File: src/rtl/bsg_tag_line_bank.sv
// Multi-channel tag client: deserialises packets from one serial tag line
// and commits each payload to one of els_p contiguous channel registers.
module bsg_tag_line_bank #(
  parameter int els_p           = 4,
  parameter int payload_width_p = 12,
  parameter int id_width_p      = 10,
  parameter int lg_width_p      = 4,
  parameter int base_id_p       = 0
) (
  input  logic                               clk_i,
  input  logic                               reset_n_i,
  input  logic                               en_i,
  input  logic                               data_i,
  output logic [els_p*payload_width_p-1:0]   data_o,
  output logic [els_p-1:0]                   new_o,
  output logic [els_p-1:0]                   reset_pulse_o,
  output logic                               err_o,
  output logic                               busy_o
);

  // Counter must reach id_width_p-1 and any length up to 2^lg_width_p-1.
  localparam int cnt_w_lp = (($clog2(id_width_p) > lg_width_p) ? $clog2(id_width_p) : lg_width_p) + 1;

  typedef enum logic [2:0] {IDLE, ID, DNR, LEN, PAYLOAD, COMMIT} state_e;

  state_e                             state_r, state_n;
  logic [cnt_w_lp-1:0]                cnt_r, cnt_n;
  logic [id_width_p-1:0]              id_r;
  logic                               dnr_r;
  logic [lg_width_p-1:0]              len_r;
  logic [payload_width_p-1:0]         shadow_r;
  logic [els_p*payload_width_p-1:0]   data_r;
  logic [els_p-1:0]                   new_r;
  logic [els_p-1:0]                   rst_r;
  logic                               err_r;

  // Fields arrive LSB first, so each new bit enters at the top and shifts down.
  logic [id_width_p-1:0]              id_shift;
  logic [lg_width_p-1:0]              len_shift;
  logic [id_width_p:0]                id_ext;
  logic [id_width_p:0]                base_ext;
  logic [id_width_p:0]                idx;
  logic                               hit;
  logic                               len_match;

  assign id_shift  = id_width_p'({data_i, id_r} >> 1);
  assign len_shift = lg_width_p'({data_i, len_r} >> 1);

  // One extra bit keeps base_id_p + k from wrapping.
  assign id_ext    = {1'b0, id_r};
  assign base_ext  = (id_width_p+1)'(base_id_p);
  assign idx       = id_ext - base_ext;
  assign hit       = (id_ext >= base_ext) && (idx < (id_width_p+1)'(els_p));
  assign len_match = (len_r == lg_width_p'(payload_width_p));

  // State and bit counter register.
  always_ff @(posedge clk_i or negedge reset_n_i) begin
    if (!reset_n_i) begin
      state_r <= IDLE;
      cnt_r   <= '0;
    end else begin
      state_r <= state_n;
      cnt_r   <= cnt_n;
    end
  end

  // Next-state logic; every receiving state holds while en_i is low.
  always_comb begin
    state_n = state_r;
    cnt_n   = cnt_r;
    case (state_r)
      IDLE: begin
        if (en_i && data_i) begin
          state_n = ID;
          cnt_n   = '0;
        end
      end
      ID: begin
        if (en_i) begin
          if (cnt_r == cnt_w_lp'(id_width_p-1)) begin
            state_n = DNR;
            cnt_n   = '0;
          end else begin
            cnt_n = cnt_r + cnt_w_lp'(1);
          end
        end
      end
      DNR: begin
        if (en_i) begin
          state_n = LEN;
          cnt_n   = '0;
        end
      end
      LEN: begin
        if (en_i) begin
          if (cnt_r == cnt_w_lp'(lg_width_p-1)) begin
            cnt_n   = '0;
            state_n = (len_shift != '0) ? PAYLOAD : COMMIT;
          end else begin
            cnt_n = cnt_r + cnt_w_lp'(1);
          end
        end
      end
      PAYLOAD: begin
        if (en_i) begin
          if (cnt_r + cnt_w_lp'(1) == cnt_w_lp'(len_r)) begin
            state_n = COMMIT;
            cnt_n   = '0;
          end else begin
            cnt_n = cnt_r + cnt_w_lp'(1);
          end
        end
      end
      COMMIT: begin
        state_n = IDLE;
        cnt_n   = '0;
      end
      default: begin
        state_n = IDLE;
        cnt_n   = '0;
      end
    endcase
  end

  // Field capture, shadow fill and the commit into the addressed channel.
  always_ff @(posedge clk_i or negedge reset_n_i) begin
    if (!reset_n_i) begin
      id_r     <= '0;
      dnr_r    <= 1'b0;
      len_r    <= '0;
      shadow_r <= '0;
      data_r   <= '0;
      new_r    <= '0;
      rst_r    <= '0;
      err_r    <= 1'b0;
    end else begin
      new_r <= '0;
      rst_r <= '0;
      case (state_r)
        IDLE: begin
          if (en_i && data_i) shadow_r <= '0;
        end
        ID: begin
          if (en_i) id_r <= id_shift;
        end
        DNR: begin
          if (en_i) dnr_r <= data_i;
        end
        LEN: begin
          if (en_i) len_r <= len_shift;
        end
        PAYLOAD: begin
          if (en_i) begin
            for (int j = 0; j < payload_width_p; j++) begin
              if (cnt_r == cnt_w_lp'(j)) shadow_r[j] <= data_i;
            end
          end
        end
        COMMIT: begin
          if (hit) begin
            if (len_match) begin
              for (int k = 0; k < els_p; k++) begin
                if (idx == (id_width_p+1)'(k)) begin
                  data_r[k*payload_width_p +: payload_width_p] <= dnr_r ? shadow_r : '0;
                  new_r[k] <= dnr_r;
                  rst_r[k] <= ~dnr_r;
                end
              end
            end else begin
              err_r <= 1'b1;
            end
          end
        end
        default: ;
      endcase
    end
  end

  assign data_o        = data_r;
  assign new_o         = new_r;
  assign reset_pulse_o = rst_r;
  assign err_o         = err_r;
  assign busy_o        = (state_r != IDLE);

endmodule

File: config.mk
export PLATFORM = sky130hd
export DESIGN_NAME = bsg_tag_line_bank
export DESIGN_NICKNAME = d
export VERILOG_FILES = /design/src/rtl/bsg_tag_line_bank.sv
export SDC_FILE = /design/constraint.sdc
export NUM_CORES = 1
export LEC_CHECK = 0
export CAP_MARGIN = 5
export CELL_PAD_IN_SITES_DETAIL_PLACEMENT = 2
export CELL_PAD_IN_SITES_GLOBAL_PLACEMENT = 2
export CORE_ASPECT_RATIO = 0.75
export CORE_UTILIZATION = 40
export CTS_BUF_LIST = sky130_fd_sc_hd__clkbuf_4 sky130_fd_sc_hd__clkbuf_8 sky130_fd_sc_hd__clkbuf_16
export DETAILED_ROUTE_END_ITERATION = 12
export PLACE_DENSITY_LB_ADDON = 0.1
export SYNTH_ARGS = -nofsm -noshare
export SYNTH_HDL_FRONTEND = slang
export SYNTH_SLANG_ARGS = --single-unit
export TNS_END_PERCENT = 30
File: constraint.sdc
create_clock -name clk_i -period 3 [get_ports clk_i]
set_input_delay 0.3 -clock clk_i [delete_from_list [all_inputs] [get_ports clk_i]]
set_output_delay 0.3 -clock clk_i [all_outputs]
set_load 0.02 [all_outputs]
# Word level (Yosys, flattened, before mapping)
# Index checks and enable logic that the tools add are counted.
# totals
ff_bits	92
in_bits	4
output_inout_bits	58
word_cells	149
# op_classes
n_addsub	1
n_lt_le_gt_ge	2
n_eq_ne	41
muxes	49
bitwise_logic	2
reduce_logical	30
# ops
op	n
AND reduction 4 bit	16
2-to-1 mux 5 bit	8
!= test 2 bit (second input constant)	20
2-to-1 mux 12 bit	3
one-hot mux 5 bit (5 select lines)	1
2-to-1 mux 3 bit	8
2-to-1 mux 4 bit	6
one-hot mux 12 bit (2 select lines)	1
2-to-1 mux 1 bit	21
equality test 10 x 2 -> 1 bit (second input constant)	2
equality test 5 x 3 -> 1 bit (second input constant)	4
equality test 5 x 4 -> 1 bit (second input constant)	4
one-hot mux 3 bit (5 select lines)	1
zero test 11 bit	1
equality test 10 x 1 -> 1 bit (second input constant)	1
equality test 5 x 2 -> 1 bit (second input constant)	2
greater-or-equal comparator 10 x 1 -> 1 bit (second input constant)	1
less-than comparator 10 x 3 -> 1 bit (second input constant)	1
AND reduction 8 bit	1
equality test 3 x 2 -> 1 bit (second input constant)	2
equality test 3 bit (second input constant)	2
AND reduction 2 bit	3
adder 5 x 1 -> 5 bit (second input constant)	1
equality test 5 x 1 -> 1 bit (second input constant)	1
other kinds (12)	14

# Logic depth before layout (Yosys ltp)
# Gate-level depths: netlist of run 1.
# depth
depth_word	5
depth_mapped	7
ltp_nobuf	7

# Worst setup path after synthesis of run 1
# OpenSTA, ideal clock, no wires.
# synth_timing
path_type	reg-to-reg
from	register id_r[4]
to	register data_r[0], in the netlist data_o[0]
setup_time_ns	0.125
arrival_time_ns	1.703
required_ns	2.875
slack_ns	1.172
stages_incl_launch_ff	7
n_path_buf	2
synth_period_minus_slack_ns	1.828
path_cell_list	dfrtp_1 > nor4_2 > and4_1 > buf_4 > nor3b_4 > buf_12 > mux2_4
# synth_between
elab_chain_cells	3
elab_cells_between_ends	5
# synth_lines
element	line_no	source
start, declared	28	logic [id_width_p-1:0] id_r;
start signal, assigned	144	if (en_i) id_r <= id_shift;
greater-or-equal comparator 10 x 1 -> 1 bit / less-than comparator 10 x 3 -> 1 bit (equally long branches)	53	assign hit = (id_ext >= base_ext) && (idx < (id_width_p+1)'(els_p));
logical AND 1 bit	53	
AND reduction 4 bit (no line) *	n/a	
end signal, assigned by index	164	data_r[k*payload_width_p +: payload_width_p] <= dnr_r ? shadow_r : '0;
end, declared	32	logic [els_p*payload_width_p-1:0] data_r;
# Every way passes the cells marked *; elsewhere a longest branch is shown, timed or not.
# A chain may end at the register's enable or synchronous reset.

# Worst setup path after layout of run 1
# layout_timing
from	register state_r[1]
to	register data_r[27], in the netlist data_o[27]
# layout_between
elab_chain_cells	2
# layout_lines
element	line_no	source
start, declared	26	state_e state_r, state_n;
start signal, assigned	62	state_r <= state_n;
equality test 3 bit	139	case (state_r)
AND reduction 4 bit (no line)	n/a	
# Every way passes these cells.

==> results of run 1 <==
-- critical path, delay by kind of cell (launching register included) --
| kind | cells | cell delay (ns) |
|---|---|---|
| flip-flops | 1 | 0.52 |
| AND/OR/NAND/NOR | 4 | 1.40 |
| multiplexers | 1 | 0.42 |
-- how the worst min path moves through the flow --
stage / cells past startpoint / endpoint
after floorplan: 0 / cnt_r[0]
after global placement: 1 / id_r[4]
after detailed placement: 1 / reset_pulse_o[0]
after CTS: 1 / reset_pulse_o[0]
after global routing: 1 / reset_pulse_o[0]
final: 1 / id_r[4]
-- stage by stage --
| stage | hold slack, ns | power [mW] | cells | util | area, µm² |
|---|---|---|---|---|---|
| after floorplan | 0.004409 | 2.164 | 324 | - | 4184 |
| after global placement | 0.3699 | 2.342 | 504 | 0.4946 | 4892 |
| after detailed placement | 0.3749 | 2.400 | 504 | 0.4946 | 4892 |
| after CTS | 0.004380 | 3.611 | 520 | 0.5261 | 5204 |
| after global routing | 0.02802 | 3.772 | 520 | 0.5261 | 5204 |
| final | -0.01882 | 3.564 | 520 | 0.5261 | 5204 |
-- kinds of logic after synthesis --
logic type,synth area share
AOI/OAI and AO/OA,0.05592
buffers and inverters,0.03170
muxes,0.2132
DFF,0.5502
adders and majority gates,0.01196
and+or+nand+nor,0.1223
xor gates and xnor gates,0.01465
-- state kept, by name, indices dropped and copies added, names as in the netlist --
register       cells
new_o              4
reset_pulse_o      4
state_r            3
cnt_r              5
shadow_r          12
dnr_r              1
id_r              10
len_r              4
err_o              1
data_o            48
-- metal layers --
layer | share of wire | wire [µm] | track usage | vias to the layer above
li1 | - | - | - | 1263
met5 | 0 | 0 | 0 | -
met2 | 0.48 | 4906 | 0.3305 | 47
met4 | 0.012 | 125 | 0.06250 | 0
met3 | 0.025 | 254 | 0.04230 | 13
met1 | 0.48 | 4963 | 0.2820 | 1410
-- layout by cell type (no fill, tap or decap), drive strengths merged, types with 2 or more instances in the layout --
cell type,n
xor2,2
o21ai,4
clkdlybuf4s50,60
mux2,75
xnor2,5
nor2b,8
nor3,5
o32ai,2
nand3,4
o21a,2
and2,12
nor3b,6
nand3b,2
o211ai,3
nor2,9
dfrtp,92
and3b,2
a211oi,2
inv,5
ha,4
clkinv,4
clkbuf,10
nand2,22
a311oi,2
buf,8
and4,2
a21oi,14
and4bb,2
and3,3
-- final cells by class --
cell class / instances / area [µm²]
Fill cell: 938 / 4687
Sequential cell: 92 / 2302
Multi-Input combinational cell: 208 / 1749
Timing Repair Buffer: 68 / 660.6
Clock buffer: 10 / 239.0
Tap cell: 132 / 165.2
Clock inverter: 6 / 72.57
Inverter: 4 / 15.01
-- report_power, final --
part / internal, mW / switching, mW / total (mW)
Sequential: 1.44 / 0.277 / 1.71
Combinational: 0.347 / 0.322 / 0.669
Clock: 0.677 / 0.506 / 1.18
Total: 2.46 / 1.10 / 3.56
==> impl_metrics.tcl, run 1 <==
set metrics [dict create \
    ir_worst_vdd_v 0.0003344 \
    yosysSeqAreaShare 0.5502 \
    outcome "finished, violations left" \
    cp-startpoint "state_r[1]" \
    drive_gt1_frac 0.2758 \
    die_x_um 120.1 \
    crit_end "data_o[27]" \
    layout-area-overhead-vs-synth_pct 24.37 \
    violations "hold timing" \
    cap_viol_max_count 0 \
    die_area_um2 10880 \
    port_buffers 61 \
    post-cts-setup-buffer-count 0 \
    grt_pass1_wl_um 17030 \
    clock_sinks 92 \
    path_class "flop to flop" \
    placementRows 31 \
    drc 0 \
    ys_ff_latch 92 \
    power_density_nw_per_um2 684.9 \
    dieHeight_um 90.57 \
    reg2reg_to "data_o[27]" \
    synth_edf_count 0 \
    worstHoldPathType "input pin to asynchronous set/reset pin" \
    worstReg2RegStart "state_r[1]" \
    synth_flop_cell "dfrtp_1" \
    startpoint_type "flop" \
    cts_resized 0 \
    htree_num_levels 3 \
    rsz0062_at_grt "no" \
    path_cells "and4bb_2 -> and4_1 -> nand2_1 -> nor2_2 -> mux2_2" \
    clockBufferDepth 2 \
    finalHoldViolations 21 \
    synth_top_area_share 0.5502 \
    synth_area_um2 4184 \
    vias 2733 \
    skew_ns 0.005768 \
    drtPass1Iterations 4 \
    synthTopCellsByArea "dfrtp_1 55%, mux2_2 17%, mux2_4 3.6%" \
    critPathMaxStageDelay_ns 0.56 \
    wl_um 10250 \
    grt_pass1_vias 2949 \
    ioPinCount 62 \
    finalCriticalPeriod_ns 2.460 \
    clock.fmax_ghz 0.4066 \
    crit_path_end_kind "flop" \
    coreArea_um2 9891 \
    ys.warnings.count 0 \
    path_clk_slew_ns 0.07 \
    async_reset_ff_frac 1.000 \
    cts_buffers 9 \
    post_drt_wl_per_cell_um 19.71 \
    leakage_nw 2.326 \
    yosys.area.top_type "dfrtp_1" \
    start_util 0.4230 \
    netlist_instances 324 \
    cts_tree "yes" \
    dr.first_iter.drc_count 151 \
    synthTopCellsByCount "92 x dfrtp_1, 65 x mux2_2, 22 x nand2_1, 14 x a21oi_1, 12 x and2_1" \
    cts_hold_buf 0 \
    hold_ws_ns -0.01882 \
    place_ws_ns 0.5809 \
    gp_congestion 0.7414 \
    layout.nets 391 \
    grt_max_degree 54 \
    setup_ws_ns 0.5403 \
    cp_max_fo 13 \
    antenna_found_initial 0 \
    relSlewSlack 0.5375 \
    worstMarginPinSlew_ns 0.6930 \
    fin_crit_sh 0.8199 \
    final_antenna_net_count 0 \
    tns_ns 0 \
    slew_violations 0 \
    hpwl_um 6906 \
    yosysMostFrequentCell "dfrtp_1" \
    clkLatencyLatePin_ns 0.35 \
    grt_overflow 0 \
    ctsRootBufferMaster "clkbuf_16" \
    report.final.setup_viol 0 \
    synthDistinctLibCells 53 \
    synth_fp_nets 332 \
    critPathArrivalTime_ns 2.69 \
    reg2reg_depth 5 \
    avgSynthCellArea_um2 12.91 \
    viasPerCell 5.256 \
    antenna_cells 0 \
    critPathSlowestCell "nor2_2" \
    r2r_slack_ns 0.54 \
    worstPathRequired_ns 3.23 \
    grt_usage 0.2068 \
]
Note: power is estimated with default switching activity, not from simulation.
==> run 2: changes to the inputs <==
Settings changed: CORE_UTILIZATION 40 to 33.
Clock period 3 ns to 2.2 ns, I/O delays scaled along.
==> run 2 against run 1 <==
The run now ends clean. Critical path depth decreased by 2. Clock skew decreased by 0.0015 ns. Flip-flop and latch count unchanged. Sequential power increased by 34%. Critical endpoint is now busy_o.
==> impl_metrics.tcl, run 2 (synthesis results as in run 1) <==
set metrics [dict create \
    critPathBufInv 2 \
    htree_num_levels 3 \
    cp-startpoint "state_r[2]" \
    gp_congestion 0.7516 \
    hpwl_um 7539 \
    tns_ns 0 \
    report.final.setup_viol 0 \
    largest_reg_flops 48 \
    clock.fmax_ghz 0.4742 \
    slew_violations 0 \
    layout-area-overhead-vs-synth_pct 29.19 \
    die_x_um 132.0 \
    power_density_nw_per_um2 929.1 \
    path_class "flop to output port" \
    critPathSlowestCell "clkdlybuf4s50_1" \
    grt_overflow 0 \
    vias 2785 \
    drtPass1Iterations 4 \
    ioPinCount 62 \
    skew_ns 0.004231 \
    cap_viol_max_count 0 \
    ctsRootBufferMaster "clkbuf_16" \
    worstMarginPinSlew_ns 0.6636 \
    viasPerCell 4.929 \
    clockBufferDepth 2 \
    cp_max_fo 29 \
    post_drt_wl_per_cell_um 18.77 \
    die_area_um2 13140 \
    rsz0062_at_grt "no" \
    startpoint_type "flop" \
    worstPathRequired_ns 1.98 \
    path_clk_slew_ns 0.07 \
    port_buffers 61 \
    worstHoldPathType "input pin to asynchronous set/reset pin" \
    fin_util 0.4392 \
    grt_pass1_wl_um 17710 \
    coreArea_um2 12310 \
    clock_sinks 92 \
    outcome "completed" \
    critPathMaxStageDelay_ns 0.54 \
    fin_crit_sh 0.9586 \
    path_cells "buf_4 -> or3_1 -> clkdlybuf4s50_1" \
    drc 0 \
    final_cell_mix "92 x dfrtp_1, 65 x mux2_2, 60 x clkdlybuf4s50_1" \
    dr.first_iter.drc_count 115 \
    finalHoldViolations 0 \
    crit_path_end_kind "output port" \
    relSlewSlack 0.5576 \
    layout.nets 402 \
    antenna_cells 0 \
    finalCriticalPeriod_ns 2.109 \
    cts_tree "yes" \
    grt_max_degree 48 \
    placementRows 35 \
    layout_commonest_cell "dfrtp_1" \
    post-cts-setup-buffer-count 0 \
    grt_usage 0.1755 \
    cts_buffers 9 \
    grt_pass1_vias 3106 \
    clkLatencyLatePin_ns 0.34 \
    dieHeight_um 99.52 \
    ir_worst_vdd_v 0.0004197 \
    wl_um 10600 \
    drive_gt1_frac 0.2982 \
    critPathArrivalTime_ns 1.89 \
    antenna_found_initial 0 \
    start_util 0.3400 \
    final_antenna_net_count 0 \
    critPathTopFamily "buffers and inverters" \
    worstReg2RegStart "cnt_r[0]" \
    power_mw 5.022 \
    leakage_nw 2.399 \
]
-- run 2: changes by cell type in the layout (fill, tap and decap cells not counted), sizes merged --
| cell | delta |
|---|---|
| dlygate4sd3 | +1 |
| buf | +10 |
| bufinv | +1 |
| clkinvlp | +1 |
| clkinv | -2 |
-- run 2: final timing paths --
path / to / slack (ns) / cells past startpoint
min in group clk_i: shadow_r[2] / 0.50 / 1
max: busy_o / 0.09 / 3
max in group asynchronous: shadow_r[5] / 1.06 / 3
min: reset_pulse_o[1] / 0.46 / 2
min reg2reg: shadow_r[2] / 0.50 / 1
max reg2reg: cnt_r[1] / 0.17 / 7
-- run 2: repair_timing --
item	4_1_cts	5_1_grt
setup endpoints to repair	0	2
hold endpoints to repair	45	0
resized for setup	0	1
hold buffers	1	0
-- run 2: routing by layer --
metal | up-vias | global-route usage | wire, µm
li1 | 1273 | - | -
met1 | 1452 | 0.2396 | 5189
met2 | 52 | 0.2845 | 4930
met3 | 8 | 0.03721 | 381
met4 | 0 | 0.04562 | 104
met5 | - | 0 | 0
-- run 2: metrics by stage --
stage / area [µm²] / instances / hold slack, ns / setup slack, ns
finish: 5405 / 565 / 0.4554 / 0.09097
global route: 5405 / 565 / 0.5112 / 0.009677
CTS: 5399 / 565 / 0.4729 / 0.05769
detailed placement: 5054 / 548 / 0.2867 / 0.06553
global placement: 5054 / 548 / 0.2919 / 0.2087
floorplan: 4184 / 324 / -0.07559 / 0.3716
-- run 2: worst register-to-register path, delay by kind of cell (launching register included) --
family | cells | cell delay [ns]
adder cells (fa/ha/maj) | 1 | 0.35
AO/OA/AOI/OAI | 3 | 0.64
buffers and inverters | 1 | 0.13
flip-flops | 1 | 0.46
XOR/XNOR | 1 | 0.17
AND/OR/NAND/NOR | 1 | 0.15
-- run 2: final cells by class --
type | instances | area [µm²]
timing repair buffer | 79 | 783.3
clock buffer | 10 | 239.0
fill | 1226 | 6900
sequential | 92 | 2302
tap | 166 | 207.7
multi-input combinational | 208 | 1762
inverter | 4 | 15.01
clock inverter | 6 | 96.34
-- run 2: report_power, final --
group / leakage (nW) / switching [mW] / total (mW) / internal (mW)
logic: 1.01 / 0.499 / 1.02 / 0.517
clock network: 0.161 / 0.675 / 1.71 / 1.04
registers: 1.23 / 0.335 / 2.29 / 1.96
==> RTL edit 1 (settings of run 2) <==
The 6 states of `state_e` get a one-hot encoding in 6 bits.
--- a/src/rtl/bsg_tag_line_bank.sv
+++ b/src/rtl/bsg_tag_line_bank.sv
@@ -23,3 +23,3 @@
 
-  typedef enum logic [2:0] {IDLE, ID, DNR, LEN, PAYLOAD, COMMIT} state_e;
+  typedef enum logic [5:0] {IDLE = 6'b000001, ID = 6'b000010, DNR = 6'b000100, LEN = 6'b001000, PAYLOAD = 6'b010000, COMMIT = 6'b100000} state_e;
 
Check against the original RTL: same outputs for any inputs over 10 cycles, from zero or initial values and one cycle with reset_n_i low; not proved beyond that.
==> RTL edit 1 against run 2 <==
The run now ends with setup timing left; clock power fell by 14%; total power rose by 1.3%; die area rose by 2.7%; sequential cell count rose by 3; count of clock-buffer cells in the layout rose by 1; cell count rose by 9.6%; setup slack got worse by 0.13 ns; routed wire length rose by 16%; area after synthesis rose by 2.8%; final area rose by 7.7%; first-iteration DRC count fell by 53%; critical endpoint is now state_r[1]; largest cell class unchanged.
==> RTL edit 1: results (changes against run 2) <==
| Metric | Value |
|---|---|
| Status | complete, but fails checks |
| Failing checks | setup timing |
| Worst Skew | 0.00709 ns (+0.00286 ns) |
| Routability cong. | 0.802 (+6.7%) |
| Multiplexer share of the synthesized area | 0.171 (-0.0421) |
| Post-Synth Adder-Cell Area | 0.0116 (-0.000324) |
| Placed Instance Area | 5340 µm² (+5.6%) |
| Largest net degree at the start of global routing | 44 (-8.3%) |
| Post-Synth XOR/XNOR Area | 0.0122 (-0.00243) |
| Final net count | 456 (+13%) |
| Sequential fraction of the synthesis area | 0.553 (+0.00286) |
| Max Fanout on Critical Path | 6 (-79%) |
| Synthesized Nets | 355 (+6.9%) |
| Largest register FFs | 48 (unchanged) |
| WL/cell | 19.8 µm (+5.7%) |
| Area contributors post-synth | dfrtp_1 55%, mux2_2 9.4%, mux2_1 6.3% |
| Post-route worst setup slack | -0.0349 ns (-0.126 ns) |
| # Post-CTS Setup Buffers | 5 (+5) |
| Ys flop type | dfrtp_1 |
| Worst EP arrival | 2.46 ns (+0.57 ns) |
| Clock power share | 0.289 (-0.052) |
| Comb power frac | 0.311 (+0.109) |
| Root Buffer | clkbuf_16 |
| Iter 0 DRT Violations | 54 (-53%) |
| Total track usage | 0.198 (+0.0228) |
| Vias | 3143 (+13%) |
| Leakage | 0.00271 µW (+13%) |
| HPWL Detailed | 8560 µm (+14%) |
| First-pass GRT wire length | 20200 µm (+14%) |
| Initial antenna violation count | 0 (unchanged) |
| Vias in the first global route | 3546 (+14%) |
| Final setup fails | 5 (+5) |
| Max transition margin | 0.648 (+0.0904) |
| Slew Viols, Final | 0 (unchanged) |
| Post-CTS sizing | 12 (+12) |
| Layout cells sized above 1 | 0.283 (-0.0157) |
| Diodes inserted | 0 (unchanged) |
| Max VDD drop | 0.448 mV (+6.8%) |
| Yosys warning count | 0 (unchanged) |
| Place WS | -0.0983 ns (-0.164 ns) |
| Complex-gate fraction of the synthesized area | 0.0919 (+0.0360) |
| Synth unique cells | 47 (-11%) |
| P_int | 3420 µW (-2.7%) |
| Top post-synthesis cells by count | 94 x dfrtp_1, 36 x mux2_2, 24 x mux2_1, 24 x o21ai_0, 16 x a21oi_1 |
## RTL edit 1: stage by stage
| stage | hold slack [ns] | util | total power [µW] | cells | TNS [ns] |
|---|---|---|---|---|---|
| final | 0.349 | 0.466 | 5090 | 619 | -0.127 |
| after global routing | 0.371 | 0.466 | 5360 | 619 | -0.705 |
| after CTS | 0.351 | 0.458 | 4990 | 616 | -0.0372 |
| after detailed placement | 0.187 | 0.428 | 3360 | 594 | -2.32 |
| after global placement | 0.183 | 0.428 | 3300 | 594 | -1.73 |
| after floorplan | -0.0756 | - | 2820 | 347 | 0 |
## RTL edit 1: path summary, 6_finish.rpt
kind	startpoint	to	slack, ns	depth (start not counted)
min in group clk_i	data_o[15]	data_o[15]	0.49	1
max reg2reg	state_r[4]	state_r[1]	-0.03	6
max in group asynchronous	reset_n_i	data_o[15]	1.16	3
min reg2reg	data_o[15]	data_o[15]	0.49	1
min	reset_n_i	id_r[9]	0.35	2
max	state_r[4]	state_r[1]	-0.03	6
## RTL edit 1: cell type report
class                   count  area [µm²]
fillers                  1235        6660
flip-flops and latches     95        2380
multi-input cells         230        1930
repair buffers            104        1000
clock buffers              11         240
well taps                 166         208
clock inverters             5        33.8
inverters                   8        30.0
## RTL edit 1: per-layer routing
metal,vias to the layer above,global-route usage,part of all wire
li1,1440,-,-
met1,1648,0.274,0.49
met2,43,0.316,0.46
met3,12,0.0397,0.032
met4,0,0.0551,0.0094
met5,-,0,0
## RTL edit 1: worst max-delay path, stage by stage (launching register included)
cell and delay (ns):
dfrtp_1 0.42, buf_6 0.14, or4_4 0.60, o311ai_4 0.23, o211ai_1 0.20, o211ai_4 0.19
mux2_4 0.33
==> RTL edit 2 (flow settings as in run 2) <==
Made on the original files. Set the parameter `els_p` to 6 (it was 4).
--- a/src/rtl/bsg_tag_line_bank.sv
+++ b/src/rtl/bsg_tag_line_bank.sv
@@ -3,3 +3,3 @@
 module bsg_tag_line_bank #(
-  parameter int els_p           = 4,
+  parameter int els_p           = 6,
   parameter int payload_width_p = 12,
Interface: changed (resized data_o, new_o and reset_pulse_o); port bits go from 62 to 90. No check against the original RTL was run, so the function may have changed too.
==> RTL edit 2 against run 2 <==
Register-to-register slack barely moved; sequential cell count rose by 28; routed wire length grew 38%; area after synthesis up 19%; global-route usage rose by 3.5 points; critical path type unchanged; sequential power increased by 20%; setup slack gained 0.013 ns; critical endpoint unchanged; total power rose by 42%; final area grew 27%.
==> RTL edit 2: results (changes against run 2) <==
| Metric | Value |
|---|---|
| Max transition margin | 0.560 (+0.00282) |
| FMAX | 0.477 GHz (+0.64%) |
| Status | completed |
| Multiplexer share of the synthesized area | 0.112 (-0.101) |
| Final instance area | 6840 µm² (+27%) |
| Final net count | 563 (+40%) |
| Synth unique cells | 46 (-13%) |
| Post-Synth Adder-Cell Area | 0.0100 (-0.00195) |
| I/O Buffers | 89 (+46%) |
| Total track usage | 0.210 (+0.0345) |
| Leakage | 0.00306 µW (+28%) |
| Reg2reg path depth | 8 (+1) |
| Vias in the first global route | 4336 (+40%) |
| Hold_ws | 0.467 ns (+0.0116 ns) |
| HPWL Detailed | 10200 µm (+35%) |
| Top post-synthesis cells by count | 120 x dfrtp_1, 85 x nand2_1, 49 x o21ai_0 |
| Layout cells sized above 1 | 0.185 (-0.113) |
| CTS Buf Count | 17 (+8) |
| Largest register FFs | 72 (+50%) |
| Crit path from | state_r[0] |
| Worst r2r dst | cnt_r[2] |
| Max VDD drop | 0.748 mV (+78%) |
| Global-route track usage on met2 | 0.338 (+0.0537) |
| Synthesized Nets | 461 (+39%) |
| Cells after Synth | 453 (+40%) |
| Post-Synth XOR/XNOR Area | 0.0105 (-0.00414) |
| Metal-1 WL | 6900 µm (+33%) |
| GR Util met1 | 0.279 (+0.0396) |
| P_sw | 2090 µW (+38%) |
| Iter 0 DRT Violations | 92 (-20%) |
| Dpl cells | 735 (+34%) |
| Max Fanout on Critical Path | 10 (-66%) |
| Met3 wire len | 573 µm (+50%) |
| Sequential fraction of the synthesis area | 0.601 (+0.0505) |
| GR Layer Usage met3 | 0.0549 (+0.0177) |
| WL/cell | 19.1 µm (+1.7%) |
| Worst Skew | 0.00668 ns (+0.00245 ns) |
-- RTL edit 2: cell types whose count changed after synthesis, sizes merged, moves of 3 or more --
cell,delta
nand3,+4
inv,+6
o21ai,+51
dfrtp,+28
nand2,+63
mux2,-26
clkbuf,+6
nor3b,-6
nor2,+15
nor2b,-3
-- RTL edit 2: power groups by stage --
stage               combinational (µW)  clock, µW  sequential [µW]
floorplan                          958          0             2640
global placement                  1300          0             2760
detailed placement                1350          0             2780
CTS                               1380       3060             2750
global route                      1530       3160             2790
finish                            1370       3000             2740
-- RTL edit 2: layout make-up --
cell class                 count  area share
sequential                   120       0.439
multi-input combinational    299       0.270
timing repair buffer         107       0.155
clock buffer                  24      0.0726
tap                          200      0.0366
clock inverter                 7      0.0207
inverter                      10     0.00549
-- RTL edit 2: timing repair --
item / CTS / global route
buffers inserted: 0 / 0
endpoints found under the hold margin: 120 / 0
hold buffers: 1 / 0
resized for setup: 0 / 4
endpoints found under the setup margin: 0 / 4
